==> src/rtl/sintetizador_pkg.sv <==
// rtl/sintetizador_pkg.sv - shared constants and types for the synthesizer voice path
//
// Voice-bus dimensions shared with mapeamento_tecla_cp and instrumento, the
// accumulator width rule, and the mixer FSM state type.
package sintetizador_pkg;

   localparam int N_VOZES   = 10;
   localparam int W_AMOSTRA = 8;

   // A sum of n unsigned w-bit values fits in w + clog2(n) bits.
   function automatic int largura_acc(input int n_vozes, input int w_amostra);
      return w_amostra + $clog2(n_vozes);
   endfunction

   localparam int W_ACC = largura_acc(N_VOZES, W_AMOSTRA);

   typedef enum logic [1:0] {
      OCIOSO,
      ACUM,
      ESCALA,
      ESCREVE
   } estado_t;

endpackage

==> src/rtl/gerador_pwm.sv <==
// rtl/gerador_pwm.sv - frame counter, double-buffered duty and registered PWM comparator
//
// Ports:
//   clk, rst_n        clock, asynchronous active-low reset
//   duty_prox_i       duty computed for the next frame
//   inicio_quadro_o   high on the last cycle of a frame (next edge is the frame start)
//   pwm_o             registered PWM bit
//   quadro_o          high while the counter is 0
//   nivel_o           duty currently in effect
module gerador_pwm #(
   parameter int W_PWM = 8
) (
   input  logic             clk,
   input  logic             rst_n,
   input  logic [W_PWM-1:0] duty_prox_i,
   output logic             inicio_quadro_o,
   output logic             pwm_o,
   output logic             quadro_o,
   output logic [W_PWM-1:0] nivel_o
);

   logic [W_PWM-1:0] cnt_q;
   logic [W_PWM-1:0] cnt_d;
   logic [W_PWM-1:0] duty_ativo_q;
   logic             pwm_q;
   logic             quadro_q;

   assign cnt_d           = cnt_q + W_PWM'(1);
   assign inicio_quadro_o = (cnt_q == '1);

   // quadro is registered so it stays low through reset even though cnt is 0.
   // The comparator at cnt=2^W_PWM-1 still sees the old duty, which is always
   // a "low" result, so the output is low at cnt=0 whatever the duty.
   always_ff @(posedge clk or negedge rst_n) begin
      if (!rst_n) begin
         cnt_q        <= '0;
         duty_ativo_q <= '0;
         pwm_q        <= 1'b0;
         quadro_q     <= 1'b0;
      end else begin
         cnt_q    <= cnt_d;
         quadro_q <= inicio_quadro_o;
         pwm_q    <= (cnt_q < duty_ativo_q);
         if (inicio_quadro_o) begin
            duty_ativo_q <= duty_prox_i;
         end
      end
   end

   assign pwm_o    = pwm_q;
   assign quadro_o = quadro_q;
   assign nivel_o  = duty_ativo_q;

endmodule

==> src/rtl/mixador_pwm.sv <==
// rtl/mixador_pwm.sv - per-frame voice mixer with saturation feeding a PWM audio output
//
// Ports:
//   clk, rst_n   clock, asynchronous active-low reset
//   amostras     unsigned sample of each voice
//   teclas       active-voice mask (1 = mixed)
//   pwm_out      registered PWM audio bit
//   nivel        duty in effect for the current frame
//   quadro       high during cnt=0
//   saturou      last computed mix was clamped
module mixador_pwm #(
   parameter int N_VOZES   = sintetizador_pkg::N_VOZES,
   parameter int W_AMOSTRA = sintetizador_pkg::W_AMOSTRA,
   parameter int W_PWM     = 8,
   parameter int SHIFT     = 2
) (
   input  logic                              clk,
   input  logic                              rst_n,
   input  logic [N_VOZES-1:0][W_AMOSTRA-1:0] amostras,
   input  logic [N_VOZES-1:0]                teclas,
   output logic                              pwm_out,
   output logic [W_PWM-1:0]                  nivel,
   output logic                              quadro,
   output logic                              saturou
);

   import sintetizador_pkg::*;

   localparam int W_ACC_L = largura_acc(N_VOZES, W_AMOSTRA);
   localparam int W_IDX   = (N_VOZES > 1) ? $clog2(N_VOZES) : 1;
   // Comparison width large enough for both the shifted sum and the duty ceiling.
   localparam int W_X     = (W_ACC_L > W_PWM) ? W_ACC_L : W_PWM;
   localparam logic [W_X-1:0]   MAX_DUTY = W_X'((64'd1 << W_PWM) - 64'd1);
   localparam logic [W_IDX-1:0] IDX_ULT  = W_IDX'(N_VOZES - 1);

   estado_t                           estado_q, estado_d;
   logic [W_IDX-1:0]                  idx_q, idx_d;
   logic [W_ACC_L-1:0]                acc_q, acc_d;
   logic [W_PWM-1:0]                  esc_q, esc_d;
   logic                              sat_q, sat_d;
   logic [W_PWM-1:0]                  duty_prox_q, duty_prox_d;
   logic                              saturou_q, saturou_d;
   logic [N_VOZES-1:0][W_AMOSTRA-1:0] snap_amostras_q;
   logic [N_VOZES-1:0]                snap_teclas_q;

   logic                              inicio_quadro;
   logic [W_ACC_L-1:0]                parcela;
   logic [W_X-1:0]                    desl;

   gerador_pwm #(
      .W_PWM (W_PWM)
   ) u_gerador (
      .clk             (clk),
      .rst_n           (rst_n),
      .duty_prox_i     (duty_prox_q),
      .inicio_quadro_o (inicio_quadro),
      .pwm_o           (pwm_out),
      .quadro_o        (quadro),
      .nivel_o         (nivel)
   );

   assign parcela = snap_teclas_q[idx_q] ? W_ACC_L'(snap_amostras_q[idx_q]) : '0;
   assign desl    = W_X'(acc_q >> SHIFT);

   // The FSM finishes by cnt=N_VOZES+1, well before the next frame start, so
   // OCIOSO is the only state that ever sees inicio_quadro.
   always_comb begin
      estado_d    = estado_q;
      idx_d       = idx_q;
      acc_d       = acc_q;
      esc_d       = esc_q;
      sat_d       = sat_q;
      duty_prox_d = duty_prox_q;
      saturou_d   = saturou_q;
      case (estado_q)
         OCIOSO: begin
            if (inicio_quadro) begin
               estado_d = ACUM;
               idx_d    = '0;
               acc_d    = '0;
            end
         end
         ACUM: begin
            acc_d = acc_q + parcela;
            if (idx_q == IDX_ULT) begin
               estado_d = ESCALA;
            end else begin
               idx_d = idx_q + W_IDX'(1);
            end
         end
         ESCALA: begin
            if (desl > MAX_DUTY) begin
               esc_d = '1;
               sat_d = 1'b1;
            end else begin
               esc_d = desl[W_PWM-1:0];
               sat_d = 1'b0;
            end
            estado_d = ESCREVE;
         end
         ESCREVE: begin
            duty_prox_d = esc_q;
            saturou_d   = sat_q;
            estado_d    = OCIOSO;
         end
         default: begin
            estado_d = OCIOSO;
         end
      endcase
   end

   always_ff @(posedge clk or negedge rst_n) begin
      if (!rst_n) begin
         estado_q        <= OCIOSO;
         idx_q           <= '0;
         acc_q           <= '0;
         esc_q           <= '0;
         sat_q           <= 1'b0;
         duty_prox_q     <= '0;
         saturou_q       <= 1'b0;
         snap_amostras_q <= '0;
         snap_teclas_q   <= '0;
      end else begin
         estado_q    <= estado_d;
         idx_q       <= idx_d;
         acc_q       <= acc_d;
         esc_q       <= esc_d;
         sat_q       <= sat_d;
         duty_prox_q <= duty_prox_d;
         saturou_q   <= saturou_d;
         if (inicio_quadro) begin
            snap_amostras_q <= amostras;
            snap_teclas_q   <= teclas;
         end
      end
   end

   assign saturou = saturou_q;

endmodule

==> config.mk <==
export PLATFORM = sky130hd
export DESIGN_NAME = mixador_pwm
export DESIGN_NICKNAME = d
export VERILOG_FILES = /design/src/rtl/sintetizador_pkg.sv /design/src/rtl/gerador_pwm.sv /design/src/rtl/mixador_pwm.sv
export SDC_FILE = /design/constraint.sdc
export NUM_CORES = 1
export LEC_CHECK = 0
export ABC_AREA = 1
export CORE_MARGIN = 2
export CORE_UTILIZATION = 40
export CTS_CLUSTER_SIZE = 25
export DETAILED_ROUTE_END_ITERATION = 7
export PLACE_DENSITY = 0.72
export SLEW_MARGIN = 20
export SYNTH_ARGS = -nofsm -noshare
export SYNTH_HDL_FRONTEND = slang
export SYNTH_HIERARCHICAL = 1
export SYNTH_SLANG_ARGS = --single-unit
==> constraint.sdc <==
create_clock -name clk -period 2.3 [get_ports clk]
set_clock_uncertainty 0.1 [all_clocks]
set_input_delay 0.345 -clock clk [delete_from_list [all_inputs] [get_ports clk]]
set_output_delay 0.345 -clock clk [all_outputs]
set_load 0.01 [all_outputs]
# == Word level (Yosys, flattened, before mapping) ==
# Index checks and enable logic that the tools add are counted.
# word_totals
mem_bits_rw,0
elab_cells,56
latchBits,0
inputBits,92
mem_bits_ro,0
memories,0
regBits,144
output_inout_bits,11
# op_classes
add_sub_neg,3
n_mux,15
n_eq_ne,8
mul,0
shift,0
magnitude_cmp,3
reduce_logical,5
div,0
n_bitwise,0
# ops
op,n
8-bit binary-select mux with 4-bit select,1
8-bit two-way mux,3
12-bit one-hot mux with 2 select lines,1
12-bit by 8-bit adder with 12-bit output,1
12-bit two-way mux,1
"10-bit by 8-bit greater-than comparator with 1-bit output, second input constant",1
"8-bit by 1-bit adder with 8-bit output, second input constant",1
"8-bit equality test, second input constant",1
8-bit less-than comparator,1
4-bit two-way mux,2
2-bit one-hot mux with 4 select lines,1
4-bit one-hot mux with 2 select lines,1
"4-bit by 5-bit less-than comparator with 1-bit output, second input constant",1
"4-bit by 1-bit adder with 4-bit output, second input constant",1
1-bit binary-select mux with 4-bit select,1
"2-bit equality test, second input constant",2
"4-bit equality test, second input constant",1
2-bit two-way mux,2
"2-bit != test, second input constant",2
2-bit AND reduction,2
3-bit AND reduction,1
"2-bit by 1-bit equality test with 1-bit output, second input constant",1
2-bit logical NOT,1
1-bit two-way mux,2
other kinds (2),2

# == Longest topological paths before layout ==
# Gate-level depths: netlist (run 1).
# depth
ltp_word,5
ltp_mapped,21

# == Hierarchy ==
# The synthesis (run 1) kept the hierarchy.
# modules_own_cells
mod,area_each_um2,seq_area_each_um2,cells_each,instances
mixador_pwm,6254.7,3153.0,796,1
gerador_pwm,865.8,450.4,92,1

# == Worst setup path before layout (run 1) ==
# Ideal clock, no wire load.
# synth_timing
path_kind,register to register
from,register idx_q[0]
to,register acc_q[2]
stages_incl_launch_ff,13
setup_slack_ns,-0.192
arrival_ns,2.270
setup_ns,0.122
required_ns,2.078
path_cell_list,dfrtp_1 > buf_6 > buf_6 > o211ai_1 > nand3_1 > nand3_1 > nand2_2 > nand2_1 > inv_1 > ha_1 > fa_1 > or2_2 > a32o_1
# synth_between
elab_chain_cells,5
word_cells_on_any_way,7
cone_classes,1 x add/sub; 6 x mux
# synth_lines
item,line,rtl
start: declaration,mixador_pwm.sv:37,"logic [W_IDX-1:0] idx_q, idx_d;"
start signal: assignment,mixador_pwm.sv:125,idx_q <= idx_d;
8-bit binary-select mux with 4-bit select / 1-bit binary-select mux with 4-bit select (equally long branches),mixador_pwm.sv:62,assign parcela = snap_teclas_q[idx_q] ? W_ACC_L'(snap_amostras_q[idx_q]) : '0;
8-bit two-way mux (implied by the code) / 1-bit two-way mux (equally long branches),mixador_pwm.sv:62,
8-bit two-way mux (*),mixador_pwm.sv:62,
12-bit by 8-bit adder with 12-bit output (*),mixador_pwm.sv:84,acc_d = acc_q + parcela;
12-bit one-hot mux with 2 select lines (*),mixador_pwm.sv:75,case (estado_q)
end signal: assignment,mixador_pwm.sv:116,acc_q <= '0;
end signal: assignment,mixador_pwm.sv:126,acc_q <= acc_d;
end: declaration,mixador_pwm.sv:38,"logic [W_ACC_L-1:0] acc_q, acc_d;"
# Every way passes the cells marked *; elsewhere a longest branch is shown, timed or not. The select of a mux whose other input is x is not followed.
# A chain may end at the register's enable or synchronous reset.

# == Worst setup path after layout (run 1) ==
# layout_timing
from,register idx_q[0]
to,register acc_q[8]
# Same word-level chain as after synthesis.

==> results by group, run 1 <==
Status
  • Status: finished, violations left
  • Failing checks: negative setup slack

Finish
  • Final non-filler cell total: around 1300
  • Layout cell share with drive strength beyond 1: between 10% and 20%
  • Area of the multi-input gates: 3146 sq um
  • Area Growth Syn to Fin: 36.99%
  • Register Area: between 3000 and 4000 sq um
  • Nets: 1149
  • Antenna diodes: 0
  • # fillers: 1515

STA
  • Fmax: 371.4 MHz
  • Final hold viol count: 0
  • Max-slew violations: 0
  • Setup repair after global routing missed its margin: yes
  • Setup WS post-layout: -392.8 ps
  • Final setup violation count: 11
  • Setup TNS: -3160 ps
  • Worst Max-Slew Pin Slew: 562.4 ps
  • Slew Limit Headroom: 62.51%
  • Final min period: 2693 ps
  • Fin crit share: 117.1%

Place
  • GPL Wtd Cong: about 0.86
  • DP Cell Count: 1225
  • Port Buf Inserts: 102
  • Pre-CTS setup slack: -281.0 ps
  • Placed wire-length estimate: 12710 um

Synthesis
  • Post-synth top area share: 50.61%
  • Post-Syn Nets: 1004
  • Synth area leader: dfrtp_1
  • Ys Warns: 6
  • Synth top area cells: dfrtp_1 (51%), nand2_1 (17%), o21ai_0 (5.8%)
  • Post-Synthesis Cells: about 900
  • Sequential area share after synthesis: 50.61%
  • Synth Register Bits: 144
  • Synth unique cells: 34
  • Synth Cell Area: a little over 7000 sq um
  • Syn avg cell area: 8.019 sq um

Worst setup path
  • Most used cell, CP: nand2_2
  • Critical R2R Launch: idx_q[0]
  • CP Cell Sequence: buf_12 -> buf_6 -> nand2_1 -> o211ai_1 -> nand3_1 -> nand3_1 -> nand2_1 -> nand2_2 -> inv_2 -> ha_4 -> fa_2 -> nand2_2 -> nand3_2 -> nand4_1 -> nand2_2 -> nand2_2 -> nand2_2 -> nand2_2 -> nor2_2
  • Top delay family on crit path: simple AND/OR/NAND/NOR gates
  • Buf/Inv on CP: 3
  • Kind of critical path: reg2reg
  • Crit end category: flop
  • Reg2reg path depth: 19
  • Crit-path slowest cell: dfrtp_2
  • Setup crit start kind: flop
  • WP data arrival: 2910 ps
  • FF-to-FF End: acc_q[8]
  • Worst-path fanout max: 9
  • Max incr delay on CP: 530 ps
  • Worst EP required: 2520 ps
  • Worst reg2reg setup slack: -390 ps

Clock tree
  • TritonCTS clock tree: done
  • Root buffer cell: clkbuf_16
  • Worst-case clock buffer depth: 2
  • CTS Sinks: 144
  • Clk Latency, worst-skew pair: 430 ps
  • Total CTS buffers: 17
  • Clock-pin slew on the worst setup and hold paths: about 60 ps
  • CTS H-Tree Depth: 4

Route
  • Vias: 6320
  • DRT Pass-1 Iters: 5
  • Overall routed net length: 18610 um
  • Wire per inst: 14.65 um
  • DRC: 0
  • Via density: around 5
  • Initial DRC count: 482
  • Detail Route Antenna Nets: 0

Global route
  • Largest net degree at the start of global routing: 80
  • Overflow left after global routing: 0
  • GRT Total Usage: approximately a fifth
  • Global-route wire length before repair: 30240 um
  • Initial antenna violation count: 0
  • Vias in the first global route: around 6200

Floorplan
  • Initial Util: 41.03%
  • Die area: 18880 sq um
  • Core Box Area: 17360 sq um
  • Io pins: 103
  • Row cnt: 48
  • Die width: between 100 and 150 um
  • Chip height: about 140 um

Pwr
  • NetSw: 1.133 mW
  • Sequential share of power: around 45%
  • Clk pwr share: 51.5%
  • Pwr Total: 5.677 mW
  • VDD IR-drop max: 0.4949 mV
  • LEAKAGE: about 4.5 nW
  • Combinational group share of total power: 3.8%
  • P per Cell Area: between 500 and 600 nW/um^2
  • Int Pwr: 4.544 mW
  • Sw Share: 19.95%

Run
  • Max-Cap Viols: 0

Hold path
  • Type of the worst min-delay path: in2async
==> synthesized netlist by cell type <==
cell      number
buf_2         19
o21bai_1       1
buf_4          2
nor2_1        28
nand2_1      326
nand4_4        1
clkinv_2       1
clkbuf_1      15
a21boi_1       1
dfrtp_1      144
a21boi_0       1
o211ai_1      26
o32ai_1        1
nor3_2         1
ha_1          23
a32o_1         1
nand3b_1       1
nand2_2        6
xor2_1         4
a22o_1         2
nor3_4         1
nor2_4         1
a21oi_1       20
xnor2_1        3
inv_1        103
or2_2          2
buf_6          4
o21ai_0       83
inv_2          6
nand3_1       50
o21ai_1        8
fa_1           1
mux2_2         1
nand4_1        1
==> power groups by stage <==
stage	Clock [mW]	Combinational, mW	Sequential [mW]
finish	2.93	0.217	2.53
global route	3.08	0.237	2.53
CTS	2.96	0.222	2.53
detailed placement	0	0.220	2.58
global placement	0	0.217	2.58
floorplan	0	0.000000732	2.58
==> timing repair <==
| action | CTS | global route |
|---|---|---|
| resized for setup | 31 | 34 |
| hold buffers | 1 | 0 |
| setup endpoints to repair | 11 | 11 |
| setup buffers | 4 | 7 |
| gates cloned | 1 | 2 |
| hold endpoints to repair | 47 | 0 |
| pin swaps | 5 | 25 |
==> registers in the layout (all words and copies together) (netlist names) <==
| signal | cells |
|---|---|
| estado_q | 2 |
| esc_q | 8 |
| saturou | 1 |
| u_gerador/quadro_o | 1 |
| idx_q | 4 |
| snap_teclas_q | 10 |
| u_gerador/cnt_q | 8 |
| duty_prox_q | 8 |
| sat_q | 1 |
| snap_amostras_q | 80 |
| u_gerador/pwm_o | 1 |
| u_gerador/nivel_o | 8 |
| acc_q | 12 |
==> area by class of cell <==
| type | instances | share of cell area, % |
|---|---|---|
| clock buffer | 22 | 4.759 |
| clock inverter | 9 | 1.616 |
| inverter | 110 | 4.259 |
| multi-input combinational | 594 | 32.25 |
| sequential | 144 | 36.95 |
| tap | 225 | 2.886 |
| timing repair buffer | 166 | 17.28 |
==> per-layer routing <==
metal	wire [um]	part of all wire, %	up-vias	GRT usage [%]
li1	-	-	3089	-
met1	8327	45	3011	27.80
met2	8971	48	195	33.44
met3	1061	5.7	25	4.636
met4	244	1.3	0	6.758
met5	0	0	-	0
==> worst max-delay path by stage <==
stage | start | endpoint | slack [ps] | cells after the start
floorplan | idx_q[0] | acc_q[2] | -120 | 12
global route | idx_q[0] | acc_q[8] | -500 | 17
finish | idx_q[0] | acc_q[8] | -390 | 19
detailed placement | idx_q[0] | acc_q[6] | -280 | 17
CTS | idx_q[0] | acc_q[2] | -200 | 11
global placement | idx_q[0] | acc_q[11] | -230 | 17
==> through the flow <==
stage | hold slack [ps] | area [sq um] | util [%]
6_report | 339.9 | 9754 | 56.20
5_1_grt | 367.5 | 9754 | 56.20
4_1_cts | 347.0 | 9569 | 55.13
3_5_place_dp | 235.5 | 8725 | 50.27
3_3_place_gp | 235.2 | 8725 | 50.27
2_1_floorplan | -50.59 | 7129 | -
==> cell usage in the layout, fill, tap and decap left out, types with 3 or more instances in the layout <==
| cell type | synthesis | final |
|---|---|---|
| ha_4 | 0 | 8 |
| buf_4 | 2 | 48 |
| a21oi_1 | 20 | 18 |
| o21ai_0 | 83 | 77 |
| nand3_1 | 50 | 44 |
| ha_1 | 23 | 15 |
| nand2_1 | 326 | 308 |
| nand2_2 | 6 | 20 |
| xor2_1 | 4 | 4 |
| nand3_2 | 0 | 6 |
| bufinv_16 | 0 | 4 |
| nand2_4 | 0 | 4 |
| xnor2_1 | 3 | 3 |
| inv_1 | 103 | 96 |
| clkbuf_16 | 0 | 19 |
| o21ai_1 | 8 | 12 |
| nor2_4 | 1 | 4 |
| inv_2 | 6 | 13 |
| o211ai_1 | 26 | 26 |
| nor2_1 | 28 | 23 |
| clkdlybuf4s50_1 | 0 | 101 |
| dfrtp_1 | 144 | 143 |
| clkbuf_1 | 15 | 3 |
| buf_12 | 0 | 11 |
| buf_6 | 4 | 3 |
==> kinds of logic (layout without fill, tap and decap cells) <==
kind of cell               after synthesis  count (layout)  synth area share (%)
and+or+nand+nor                        418             418                 23.90
buffers and inverters                  150             307                 8.786
AOI/OAI and AO/OA                      144             144                 11.37
DFF                                    144             144                 50.61
adders and majority gates               24              24                 4.323
xor gates and xnor gates                 7               7                0.8610
muxes                                    1               1                0.1581
No activity file was read; power rests on OpenSTA's default activity.
==> inputs of run 2 (changes only) <==
clock period = 2.4 ns   (was 2.3 ns; I/O delays follow)
==> results by group, run 2 (synthesis gave the netlist of run 1 again) <==
Status
  • Status: finished, violations left
  • Failing checks: negative setup slack

Clock tree
  • Worst-case clock buffer depth: 2
  • Clk Latency, worst-skew pair: 430 ps
  • TritonCTS clock tree: done
  • CTS Sinks: 144
  • Clock-pin slew on the worst setup and hold paths: 60 ps
  • Total CTS buffers: 17
  • CTS H-Tree Depth: 4
  • Root buffer cell: clkbuf_16

Finish
  • Most flops, register: snap_amostras_q
  • Area Growth Syn to Fin: 35.46%
  • Top flop regs: snap_amostras_q (80), acc_q (12), snap_teclas_q (10)
  • Antenna diodes: 0
  • Nets: 1142
  • Leading cell types in the layout, fill and taps excluded: nand2_1 (317), dfrtp_1 (143), clkdlybuf4s50_1 (101), inv_1 (96), o21ai_0 (78)
  • Final core occ: 55.57%
  • Max reg flops: 80
  • Layout cell share with drive strength beyond 1: 13.68%
  • Most common cell after layout, fill and taps aside: nand2_1

Floorplan
  • Initial Util: 41.03%
  • Die area: 18880 sq um
  • Die width: ~140 um
  • Core Box Area: 17360 sq um
  • Row cnt: between 40 and 50
  • Chip height: 137.4 um
  • Io pins: 103

Place
  • GPL Wtd Cong: between 0.8 and 0.9
  • Placed wire-length estimate: 12540 um
  • Port Buf Inserts: 102

Route
  • Detail Route Antenna Nets: 0
  • DRC: 0
  • DRT Pass-1 Iters: 5
  • Via density: between 4 and 5
  • Overall routed net length: 18200 um
  • Wire per inst: 14.41 um
  • Vias: 6264
  • Initial DRC count: 364

Worst setup path
  • Worst EP required: 2620 ps
  • Setup crit start kind: flop
  • Worst-path fanout max: 6
  • WP data arrival: ~2800 ps
  • Worst reg2reg setup slack: -170 ps
  • Critical R2R Launch: idx_q[0]
  • FF-to-FF End: acc_q[6]
  • Kind of critical path: reg2reg
  • Crit end category: flop
  • Worst setup endpoint: acc_q[6]
  • Critical Path Start: idx_q[0]
  • Reg2reg path depth: 17

STA
  • Max-slew violations: 0
  • Slew Limit Headroom: 63.31%
  • Worst Max-Slew Pin Slew: 550.3 ps
  • Final hold viol count: 0
  • Setup WS post-layout: -174.8 ps
  • Final min period: 2575 ps
  • Setup TNS: -1232 ps
  • Fmax: 388.4 MHz
  • Fin crit share: 107.3%
  • Setup repair after global routing missed its margin: yes
  • Final setup violation count: 10

Run
  • Max-Cap Viols: 0

Pwr
  • LEAKAGE: 4.506 nW
  • VDD IR-drop max: 0.4831 mV
  • Pwr Total: 5.728 mW
  • P per Cell Area: 593.9 nW/um^2

Global route
  • Initial antenna violation count: 0
  • Overflow left after global routing: 0
  • Vias in the first global route: 6215
  • Met2 global-route usage: approximately a third
  • GR Util met1: a little over a quarter
  • Largest net degree at the start of global routing: 93
  • GR Layer Usage met3: 4.489%
  • GRT Total Usage: between 20% and 30%
  • Global route hottest layer: met2
  • Global-route wire length before repair: 29900 um

Hold path
  • Type of the worst min-delay path: in2async
[run 2: changes by cell type in the layout (fill, tap and decap cells not counted), sizes merged]
cell | before | now
buf | 62 | 55
bufinv | 4 | 7
clkbuf | 24 | 20
clkinvlp | 2 | 1
inv | 110 | 112
[run 2: area by class of cell]
class	count	area [sq um]
Inverter	110	415.4
Sequential cell	144	3605
Fill cell	1537	7711
Clock buffer	18	429.2
Tap cell	225	281.5
Clock inverter	13	257.7
Timing Repair Buffer	159	1590
Multi-Input combinational cell	594	3067
[run 2: per-stage QoR]
stage	area [sq um]	std cells	hold WS [ps]	worst slack (ps)
final	9646	1263	325.2	-174.8
after global routing	9646	1263	377.8	-352.8
after CTS	9420	1251	333.7	-179.1
after detailed placement	8611	1217	218.1	-208.6
after global placement	8611	1217	217.4	-144.0
after floorplan	7126	888	-35.59	-18.52
[run 2: what timing repair did]
action	4_1_cts	5_1_grt
pin swaps	2	10
endpoints found under the hold margin	42	0
setup endpoints to repair	10	11
cloned	0	3
hold buffers	1	0
setup buffers	2	9
resized for setup	17	34
[run 2: worst min-delay path by stage]
| stage | start | to | slack, ps |
|---|---|---|---|
| 6_report | rst_n | snap_teclas_q[0] | 330 |
| 2_1_floorplan | rst_n | acc_q[0] | -40 |
| 5_1_grt | rst_n | snap_teclas_q[0] | 380 |
| 3_3_place_gp | rst_n | snap_teclas_q[0] | 220 |
| 4_1_cts | rst_n | snap_teclas_q[0] | 330 |
| 3_5_place_dp | rst_n | snap_teclas_q[0] | 220 |
[run 2: where the power goes]
| part | leakage [nW] | internal [mW] | switching, mW | total, mW |
|---|---|---|---|---|
| clock network | 0.331 | 2.05 | 1.04 | 3.10 |
| registers | 1.53 | 2.43 | 0 | 2.43 |
| logic | 2.65 | 0.135 | 0.0692 | 0.205 |
[run 2: per-layer routing]
layer / share of wire (%) / vias to the layer above / wire length [um]
met5: 0 / - / 0
met4: 2.5 / 0 / 450
met3: 5.5 / 40 / 1007
met2: 47 / 184 / 8613
met1: 45 / 2961 / 8123
li1: - / 3079 / -
[run 2: worst max-delay path, cell delays in order (launching register included)]
cell and delay [ps]:
dfrtp_2 470, buf_12 160, o211ai_1 260, nand3_1 110
nand3_1 80, nand2_1 50, nand2_1 70, inv_2 40
ha_4 150, fa_2 340, nand2_2 110, nand3_4 80
nand2_2 80, inv_2 60, nand2_2 70, nand3b_1 80
nand3_1 90, nand2_1 50
==> inputs of run 3 (changes only) <==
RECOVER_POWER = 100   (was default)
SLEW_MARGIN = 30   (was 20)
==> results by group, run 3 (synthesis gave the netlist of run 1 again) <==
Finish
  • Area Growth Syn to Fin: 34.60%
  • Most common cell after layout, fill and taps aside: nand2_1
  • # fillers: 1550
  • Most flops, register: snap_amostras_q
  • Leading cell types in the layout, fill and taps excluded: nand2_1 (317), dfrtp_1 (143), inv_1 (96), clkdlybuf4s50_1 (90), o21ai_0 (84)
  • Final core occ: 55.22%
  • Nets: 1142
  • Max reg flops: 80
  • Antenna diodes: 0
  • Top flop regs: snap_amostras_q (80), acc_q (12), snap_teclas_q (10)
  • Layout cell share with drive strength beyond 1: 13.49%

Clock tree
  • Clk Latency, worst-skew pair: 430 ps
  • CTS Sinks: approximately 140
  • TritonCTS clock tree: done
  • Root buffer cell: clkbuf_16
  • Worst-case clock buffer depth: 2
  • CTS H-Tree Depth: 4
  • Total CTS buffers: 17
  • Clock-pin slew on the worst setup and hold paths: 60 ps

Place
  • Placed wire-length estimate: 12540 um
  • GPL Wtd Cong: 0.8468
  • Port Buf Inserts: 102
  • Pre-CTS setup slack: -208.6 ps

Route
  • DRC: 0
  • Overall routed net length: 18220 um
  • Vias: approximately 6200
  • Detail Route Antenna Nets: 0
  • Wire per inst: around 14 um
  • DRT Pass-1 Iters: 5
  • Via density: 4.923
  • Initial DRC count: 392

Floorplan
  • Row cnt: between 40 and 50
  • Die width: between 100 and 150 um
  • Io pins: approximately 100
  • Initial Util: 41.03%
  • Chip height: 137.4 um
  • Die area: ~19000 sq um
  • Core Box Area: 17360 sq um

STA
  • Slew Limit Headroom: 21.82%
  • Max-slew violations: 0
  • Final setup violation count: 10
  • Final hold viol count: 0
  • Setup TNS: -1302 ps
  • WHS: 368.7 ps
  • Setup repair after global routing missed its margin: yes
  • Fmax: 385.5 MHz
  • Setup WS post-layout: -193.8 ps
  • Worst Max-Slew Pin Slew: 1173 ps
  • Final min period: 2594 ps
  • Fin crit share: 108.1%

Global route
  • Initial antenna violation count: 0
  • Largest net degree at the start of global routing: 93
  • Global-route wire length before repair: roughly 30000 um
  • Vias in the first global route: between 6000 and 7000
  • Overflow left after global routing: 0
  • GRT Total Usage: roughly a fifth

Pwr
  • NetSw: 1.108 mW
  • LEAKAGE: 4.524 nW
  • Sequential share of power: 42.4%
  • Int Pwr: between 4 and 5 mW
  • Clk pwr share: between 50 and 60%
  • VDD IR-drop max: 0.4837 mV
  • Sw Share: 19.36%
  • Combinational group share of total power: 3.5%
  • P per Cell Area: 597.0 nW/um^2

Worst setup path
  • Worst EP required: between 2000 and 3000 ps
  • Worst-path fanout max: 6
  • Max incr delay on CP: about 470 ps
  • Setup crit start kind: flop
  • Critical Path Start: idx_q[0]
  • WP data arrival: 2810 ps
  • Crit end category: flop
  • Critical R2R Launch: idx_q[0]
  • Crit-path slowest cell: dfrtp_2
  • CP Cell Sequence: buf_12 -> o211ai_1 -> nand3_1 -> nand3_1 -> nand2_1 -> nand2_1 -> inv_2 -> ha_4 -> fa_2 -> nand2_2 -> nand3_4 -> nand2_2 -> inv_2 -> nand2_2 -> nand3b_1 -> nand3_1 -> nand2_1
  • Kind of critical path: reg2reg

Status
  • Failing checks: negative setup slack
  • Status: finished, violations left

Hold path
  • Type of the worst min-delay path: in2reg
  • Hold Crit Start: teclas[0]

Run
  • Max-Cap Viols: 0
## run 3: cell types whose count changed in the layout (fill, tap and decap cells not counted), moves of 3 or more
cell	previous run	this run
buf_12	7	4
buf_4	44	41
clkbuf_2	0	4
clkdlybuf4s50_1	101	90
dlygate4sd3_1	1	12
o21ai_0	78	84
o21ai_1	12	6
## run 3: path summary, 6_finish.rpt
path	endpoint	depth (start not counted)	slack [ps]
max in group asynchronous	duty_prox_q[7]	3	310
min in group asynchronous	snap_teclas_q[0]	2	590
min	snap_teclas_q[0]	3	370
max reg2reg	acc_q[6]	17	-190
min reg2reg	u_gerador/nivel_o[5]	2	370
max	acc_q[6]	17	-190
## run 3: what timing repair did
action	4_1_cts	5_1_grt
hold endpoints to repair	42	0
hold buffers	1	0
setup buffers	2	9
setup endpoints to repair	10	11
gates cloned	0	3
resized for setup	17	34
pin swaps	2	10
## run 3: power by group through the flow
stage               clock [mW]  sequential, mW  combinational (mW)
floorplan                    0            2.47         0.000000785
global placement             0            2.47               0.205
detailed placement           0            2.47               0.207
CTS                       3.14            2.43               0.209
global route              3.23            2.43               0.218
finish                    3.09            2.43               0.199
## run 3: routing by layer
metal  vias to the layer above  global-route usage, %  share of wire [%]
met4                         0                  8.362                2.5
met1                      2940                  26.87                 45
met2                       165                  32.75                 47
met3                        35                  4.489                5.3
met5                         -                      0                  0
li1                       3078                      -                  -
## run 3: metrics by stage
step / instances / power, mW / instance area, sq um
global route: 1263 / 5.875 / 9584
floorplan: 888 / 2.473 / 7126
CTS: 1251 / 5.773 / 9420
finish: 1263 / 5.722 / 9584
detailed placement: 1217 / 2.679 / 8611
global placement: 1217 / 2.677 / 8611
## run 3: final cells by class
cell class	instances	area (sq um)	area share, %
clock buffers	18	429.2	4.478
clock inverters	13	257.7	2.689
inverters	110	412.9	4.308
multi-input cells	594	3059	31.92
flip-flops and latches	144	3605	37.61
well taps	225	281.5	2.937
repair buffers	159	1539	16.06
## run 3: critical path: cells and delay by family (launching register included)
kind	cells	cell delay (ps)
AND/OR/NAND/NOR	11	880
buffers and inverters	3	260
adder cells (fa/ha/maj)	2	490
AO/OA/AOI/OAI	1	260
flip-flops	1	470
